===== config.mk =====
export PLATFORM = sky130hd
export DESIGN_NAME = serial_debug_tx
export DESIGN_NICKNAME = d
export VERILOG_FILES = /design/src/rtl/serial_debug_tx.sv
export SDC_FILE = /design/constraint.sdc
export NUM_CORES = 1
export LEC_CHECK = 0
export CORE_MARGIN = 2
export CORE_UTILIZATION = 50
export CTS_BUF_LIST = sky130_fd_sc_hd__clkbuf_8
export CTS_CLUSTER_SIZE = 10
export DETAILED_ROUTE_END_ITERATION = 6
export MAX_ROUTING_LAYER = met4
export PLACE_DENSITY_LB_ADDON = 0.25
export SLEW_MARGIN = 0
export SYNTH_ARGS = -nofsm -noshare
export SYNTH_HDL_FRONTEND = slang
export SYNTH_SLANG_ARGS = --single-unit

===== constraint.sdc =====
create_clock -name clk -period 3.4 [get_ports clk]
set_input_delay 1.02 -clock clk [delete_from_list [all_inputs] [get_ports clk]]
set_output_delay 1.02 -clock clk [all_outputs]
set_load 0.03 [all_outputs]

===== src/rtl/serial_debug_tx.sv =====
// serial_debug_tx
//   Byte-serial (UART-style, LSB first) transmitter for streaming debug and
//   status bytes from the CPU debug port to the board header pin. The frame
//   format matches the board's serial debug receiver.
//
//   Frame: start(0), DATA_BITS payload bits LSB first, optional parity bit,
//   STOP_BITS stop bits(1). Each bit lasts CLKS_PER_BIT clocks.
//
// Ports
//   clk        system clock, rising-edge
//   rst        synchronous active-high reset
//   tx_data    payload, sampled only on the accept edge
//   tx_valid   producer has a byte available
//   tx_ready   transmitter accepts a byte this cycle (high only in IDLE)
//   txd        serial line, idle high, driven straight from a flop
//   busy       high from the cycle after accept until the last stop bit ends
//   frame_done one-cycle pulse in the final cycle of the last stop bit
//
// state  | meaning
// IDLE   | line high, waiting for tx_valid
// START  | start bit (txd=0)
// DATA   | payload bits, LSB first, shifting right after each bit
// PARITY | parity bit (only when PARITY != 0)
// STOP   | stop bit(s), txd=1; frame_done in the last cycle

module serial_debug_tx #(
  parameter int CLKS_PER_BIT = 16,
  parameter int DATA_BITS    = 8,
  parameter int PARITY       = 0,
  parameter int STOP_BITS    = 1
) (
  input  logic                 clk,
  input  logic                 rst,
  input  logic [DATA_BITS-1:0] tx_data,
  input  logic                 tx_valid,
  output logic                 tx_ready,
  output logic                 txd,
  output logic                 busy,
  output logic                 frame_done
);

  generate
    if (PARITY != 0 && PARITY != 1 && PARITY != 2) begin : g_bad_parity
      $error("serial_debug_tx: PARITY must be 0, 1 or 2");
    end
    if (DATA_BITS < 5 || DATA_BITS > 8) begin : g_bad_data_bits
      $error("serial_debug_tx: DATA_BITS must be 5..8");
    end
    if (STOP_BITS < 1 || STOP_BITS > 2) begin : g_bad_stop_bits
      $error("serial_debug_tx: STOP_BITS must be 1 or 2");
    end
    if (CLKS_PER_BIT < 2 || CLKS_PER_BIT > 65535) begin : g_bad_cpb
      $error("serial_debug_tx: CLKS_PER_BIT must be 2..65535");
    end
  endgenerate

  localparam int BW = $clog2(CLKS_PER_BIT);

  localparam logic [BW-1:0] BAUD_LAST = BW'(CLKS_PER_BIT - 1);
  localparam logic [BW-1:0] BAUD_ONE  = BW'(1);
  localparam logic [2:0]    DATA_LAST = 3'(DATA_BITS - 1);
  localparam logic [2:0]    STOP_LAST = 3'(STOP_BITS - 1);
  localparam logic          USE_PAR   = (PARITY != 0);
  localparam logic          ODD_PAR   = (PARITY == 2);

  typedef enum logic [2:0] {
    S_IDLE   = 3'd0,
    S_START  = 3'd1,
    S_DATA   = 3'd2,
    S_PARITY = 3'd3,
    S_STOP   = 3'd4
  } state_t;

  state_t                 state_q,  state_d;
  logic [BW-1:0]          baud_q,   baud_d;
  logic [2:0]             bit_q,    bit_d;
  logic [DATA_BITS-1:0]   shift_q,  shift_d;
  logic                   parity_q, parity_d;
  logic                   txd_q,    txd_d;

  logic baud_tc;

  assign baud_tc = (baud_q == BAUD_LAST);

  always_ff @(posedge clk) begin
    if (rst) begin
      state_q  <= S_IDLE;
      baud_q   <= '0;
      bit_q    <= '0;
      shift_q  <= '0;
      parity_q <= 1'b0;
      txd_q    <= 1'b1;
    end else begin
      state_q  <= state_d;
      baud_q   <= baud_d;
      bit_q    <= bit_d;
      shift_q  <= shift_d;
      parity_q <= parity_d;
      txd_q    <= txd_d;
    end
  end

  // txd_d is the line level for the state being entered, so txd changes on
  // the same edge as the state and never passes through combinational logic.
  // bit_q doubles as the stop-bit counter once DATA is finished.
  always_comb begin
    state_d  = state_q;
    baud_d   = baud_q;
    bit_d    = bit_q;
    shift_d  = shift_q;
    parity_d = parity_q;
    txd_d    = txd_q;

    unique case (state_q)
      S_IDLE: begin
        txd_d = 1'b1;
        if (tx_valid) begin
          shift_d  = tx_data;
          parity_d = (^tx_data) ^ ODD_PAR;
          baud_d   = '0;
          bit_d    = '0;
          state_d  = S_START;
          txd_d    = 1'b0;
        end
      end

      S_START: begin
        if (baud_tc) begin
          baud_d  = '0;
          state_d = S_DATA;
          txd_d   = shift_q[0];
        end else begin
          baud_d = baud_q + BAUD_ONE;
        end
      end

      S_DATA: begin
        if (baud_tc) begin
          baud_d  = '0;
          shift_d = {1'b0, shift_q[DATA_BITS-1:1]};
          if (bit_q == DATA_LAST) begin
            bit_d = '0;
            if (USE_PAR) begin
              state_d = S_PARITY;
              txd_d   = parity_q;
            end else begin
              state_d = S_STOP;
              txd_d   = 1'b1;
            end
          end else begin
            bit_d = bit_q + 3'd1;
            txd_d = shift_q[1];
          end
        end else begin
          baud_d = baud_q + BAUD_ONE;
        end
      end

      S_PARITY: begin
        if (baud_tc) begin
          baud_d  = '0;
          state_d = S_STOP;
          txd_d   = 1'b1;
        end else begin
          baud_d = baud_q + BAUD_ONE;
        end
      end

      S_STOP: begin
        txd_d = 1'b1;
        if (baud_tc) begin
          baud_d = '0;
          if (bit_q == STOP_LAST) begin
            bit_d   = '0;
            state_d = S_IDLE;
          end else begin
            bit_d = bit_q + 3'd1;
          end
        end else begin
          baud_d = baud_q + BAUD_ONE;
        end
      end

      default: begin
        state_d = S_IDLE;
        baud_d  = '0;
        bit_d   = '0;
        txd_d   = 1'b1;
      end
    endcase
  end

  assign txd        = txd_q;
  assign tx_ready   = (state_q == S_IDLE);
  assign busy       = (state_q != S_IDLE);
  assign frame_done = (state_q == S_STOP) && baud_tc && (bit_q == STOP_LAST);

endmodule

Word level (Yosys, flattened, before mapping)
Cells that the tools add are included.
{"block": "classes", "n_reduce_logical": 12, "mux": 26, "multipliers": 0, "div": 0, "n_eq_ne": 13, "addsub": 2, "shifts": 0, "bitwise_logic": 1, "magnitude_cmp": 0}
{"operator": "2-to-1 mux 3 bit", "n": 12}
{"operator": "2-to-1 mux 8 bit", "n": 2}
{"operator": "one-hot mux 8 bit (2 select lines)", "n": 1}
{"operator": "one-hot mux 3 bit (5 select lines)", "n": 1}
{"operator": "inequality test 2 bit, second input constant", "n": 7}
{"operator": "one-hot mux 3 bit (4 select lines)", "n": 1}
{"operator": "2-to-1 mux 4 bit", "n": 2}
{"operator": "one-hot mux 4 bit (2 select lines)", "n": 1}
{"operator": "AND reduction 7 bit", "n": 1}
{"operator": "== test 3 x 2 -> 1 bit, second input constant", "n": 2}
{"operator": "== test 3 bit, second input constant", "n": 2}
{"operator": "zero test 3 bit", "n": 2}
{"operator": "AND reduction 3 bit", "n": 2}
{"operator": "2-to-1 mux 1 bit", "n": 5}
{"operator": "adder 4 x 1 -> 4 bit, second input constant", "n": 1}
{"operator": "== test 4 bit, second input constant", "n": 1}
{"operator": "one-hot mux 1 bit (4 select lines)", "n": 1}
{"operator": "AND reduction 4 bit", "n": 1}
{"operator": "OR reduction 4 bit", "n": 1}
{"operator": "adder 3 x 1 -> 3 bit, second input constant", "n": 1}
{"operator": "== test 3 x 1 -> 1 bit, second input constant", "n": 1}
{"operator": "nonzero test 3 bit", "n": 1}
{"operator": "logical AND 1 bit", "n": 2}
{"operator": "nonzero test 2 bit", "n": 1}
{"operator": "other kinds (2)", "n": 2}
{"block": "word_totals", "rom_bits": 0, "ramBits": 0, "input_bits": 11, "latch_bits": 0, "n_memories": 0, "ff_bits": 19}

Depth between registers and ports, before layout
{"block": "logic_depth", "word_depth": 4, "depth_mapped": 6, "ltp_nobuf": 6}

Least setup slack after synthesis
OpenSTA, ideal clock, no wires.
{"block": "synth_timing", "path_type": "register to output", "from": "register baud_q[0]", "to": "output frame_done", "slack_ns": 0.951, "stages_incl_launch_ff": 6, "t_arrival_ns": 1.429, "t_required_ns": 2.380, "path_cell_list": "dfxtp_1 > ha_1 > and3_2 > clkbuf_1 > nand3_1 > nor2_1"}
{"block": "synth_between", "elab_chain_len": 3}
{"item": "start: declaration", "line": "75", "rtl": "logic [BW-1:0] baud_q, baud_d;"}
{"item": "start signal: assignment", "line": "95", "rtl": "baud_q <= baud_d;"}
{"item": "== test 4 bit", "line": "83", "rtl": "assign baud_tc = (baud_q == BAUD_LAST);"}
{"item": "logical AND 1 bit (2 in a row)", "line": "196", "rtl": "assign frame_done = (state_q == S_STOP) && baud_tc && (bit_q == STOP_LAST);"}
{"item": "end: declaration", "line": "39", "rtl": "output logic frame_done"}
Every way passes these cells.

Final worst setup path
Ends and elaborated chain as after synthesis.

==> summary.md <==
| Metric | Value |
|---|---|
| Final Hold Fails | `0` |
| Die area | `0.00258 sq mm` |
| CP arrival | `2.03 ns` |
| WP data required | `2.38 ns` |
| Skew final | `0.00110 ns` |
| Initial antenna violation count | `0` |
| Sink Count | `19` |
| Maximum clock path buffer count | `2` |
| Synth async-reset ratio | `0%` |
| Distinct cells, synth | `42` |
| Layout cells sized above 1 | `8.09%` |
| Yosys warning count | `0` |
| Syn Inst Count | `124` |
| Synth area leader | `dfxtp_1` |
| Total CTS buffers | `3` |
| H-Tree Depth | `1` |
| Critical path class | `reg2out` |
| Dpl hpwl | `1.62 mm` |
| Core area | `0.00202 sq mm` |
| Routed vias/inst | `5.89` |
| Cell area power density | `369 mW/mm^2` |
| Fmax | `327 MHz` |
| Mapped cell area | `0.00110 sq mm` |
| DRT antenna net count | `0` |
| CTS tree | `built` |
| Clock latency on the worst-skew pair | `0.26 ns` |
| First-iteration detailed-routing DRC count | `24` |
| Leakage power total | `0.482 nW` |
| Worst slack, placed | `0.616 ns` |
| GRT Total Usage | `19.8%` |
| Syn Nets | `139` |
| Wire per inst | `13.1 microns` |
| Largest net degree at the start of global routing | `16` |
| CP endpoint kind | `output port` |
| Post-synth top cells | `19 x dfxtp_1, 18 x nor2_1, 9 x mux2i_1` |
| Final setup TNS | `0 ns` |
| Top_reg_cell synth | `dfxtp_1` |
| Top-count cell post-synth | `dfxtp_1` |
| # DRC | `0` |
| RePlAce Congestion | `0.869` |
| Status | `completed` |
| Period utilization | `89.8%` |
| First-pass GRT wire length | `3.76 mm` |
| Largest cells by area after synthesis | `dfxtp_1 35%, mux2i_1 8.2%, nor2_1 6.2%` |
| Die width | `50.8 microns` |
| Vias | `960` |
| Setup bufs post-CTS | `0` |
| Filler cell count | `189` |
| Max-slew violations | `0` |
| Worst-path clk slew | `0.07 ns` |
| First drt pass iteration count | `4` |
| Cts hold-fix bufs | `0` |
| Synthesized flop and latch total | `19` |
| Post-cts sizing count | `0` |
| Vias in the first global route | `875` |
| CP max FO | `6` |
| Minimum clock period | `3.05 ns` |
| Kind of start point of the critical path | `flop` |
| Final non-filler cell area | `0.00128 sq mm` |
| VDD IR-drop max | `0.280 mV` |
| GRT overflow | `0` |
| Slew HR | `54.9%` |
| Placed Area | `0.00124 sq mm` |
| N_diodes | `0` |
| Initial Utilization | `54.2%` |
| Design Power | `0.000474 W` |
| # setup viols final | `0` |
| Number of synthesized flops with an enable pin | `0` |
| WL final | `2.14 mm` |
| Core Rows | `16` |
| CTS root buffer | `clkbuf_8` |
| Maxcap violations | `0` |
| HP Class | `reg2reg` |
| Setup ws final | `0.346 ns` |
| Least-Margin Pin Slew | `0.674 ns` |
| Io pins | `15` |
| DIE HEIGHT | `50.8 microns` |
| Seq/Total Area, Yosys | `34.7%` |
| Top cell type's share of synthesized area | `34.7%` |
| Layout Nets | `152` |
| I/O Buffers | `14` |
| P&R area growth vs syn | `17.2%` |
| Syn Area/Cell | `8.84 sq um` |
| RSZ-0062 raised after global routing | `false` |
cells by family (layout without fill, tap and decap cells):
| family | after synthesis | count (layout) | share of synthesized area (%) |
|---|---|---|---|
| simple gates | 43 | 43 | 20.8 |
| compound gates | 31 | 31 | 22.8 |
| flops | 19 | 19 | 34.7 |
| buf+inv | 15 | 27 | 6.51 |
| mux | 9 | 9 | 8.22 |
| fa+ha+maj | 4 | 4 | 4.57 |
| xor+xnor | 3 | 3 | 2.40 |
final timing paths:
path / start / to / slack, ns / depth (start not counted)
setup / recovery: baud_q[0]$_SDFFE_PP0N_ / frame_done / 0.35 / 5
setup reg to reg: state_q[1]$_SDFFE_PP0P_ / shift_q[7]$_SDFFE_PP0P_ / 1.50 / 4
hold reg to reg: bit_q[1]$_SDFFE_PP0P_ / bit_q[1]$_SDFFE_PP0P_ / 0.50 / 2
hold / removal: bit_q[1]$_SDFFE_PP0P_ / bit_q[1]$_SDFFE_PP0P_ / 0.50 / 2
cell type report:
cell class / count / area, sq um / share of cell area, %
timing repair buffer: 16 / 155 / 12.1
inverter: 7 / 26.3 / 2.04
sequential: 19 / 380 / 29.6
clock buffer: 3 / 41.3 / 3.21
tap: 27 / 33.8 / 2.63
clock inverter: 1 / 3.75 / 0.292
multi-input combinational: 90 / 644 / 50.1
per-stage QoR:
step	util (%)	std cells	hold slack [ns]
6_report	63.6	163	0.496
3_5_place_dp	61.3	159	0.480
2_1_floorplan	-	124	0.451
4_1_cts	63.6	163	0.497
5_1_grt	63.6	163	0.525
3_3_place_gp	61.3	159	0.466
sequential cells by signal, summed over array words and instances, names as in the netlist:
name     count
shift_q      8
baud_q       4
bit_q        3
state_q      3
txd          1
layout by cell type, fill, tap and decap left out, types with 4 or more instances in the layout:
cell | netlist | routed
nand2b_1 | 4 | 4
dfxtp_1 | 19 | 19
mux2i_1 | 9 | 9
a21oi_1 | 4 | 4
a211oi_1 | 5 | 5
o21ai_0 | 4 | 4
inv_1 | 7 | 8
nor2_1 | 18 | 18
ha_1 | 4 | 4
clkdlybuf4s50_1 | 0 | 14
worst max-delay path: stages (launching register included):
cell and delay (ns):
dfxtp_1 0.38, ha_1 0.25, and3_2 0.27, nand3_1 0.08, nor2_1 0.11, clkdlybuf4s50_1 0.68
where the power goes:
group | internal (W) | switching (W) | total [W]
registers | 0.000234 | 0.0000102 | 0.000245
logic | 0.0000360 | 0.0000389 | 0.0000748
clock network | 0.0000804 | 0.0000743 | 0.000155
layer usage:
| metal | part of all wire, % | vias up | GRT usage (%) | wire (microns) |
|---|---|---|---|---|
| li1 | - | 477 | - | - |
| met1 | 43 | 447 | 23.2 | 928 |
| met2 | 49 | 32 | 33.6 | 1040 |
| met3 | 6.0 | 4 | 3.51 | 129 |
| met4 | 1.6 | 0 | 8.11 | 35 |
| met5 | 0 | - | - | 0 |
No activity file was read; power rests on OpenSTA's default activity.
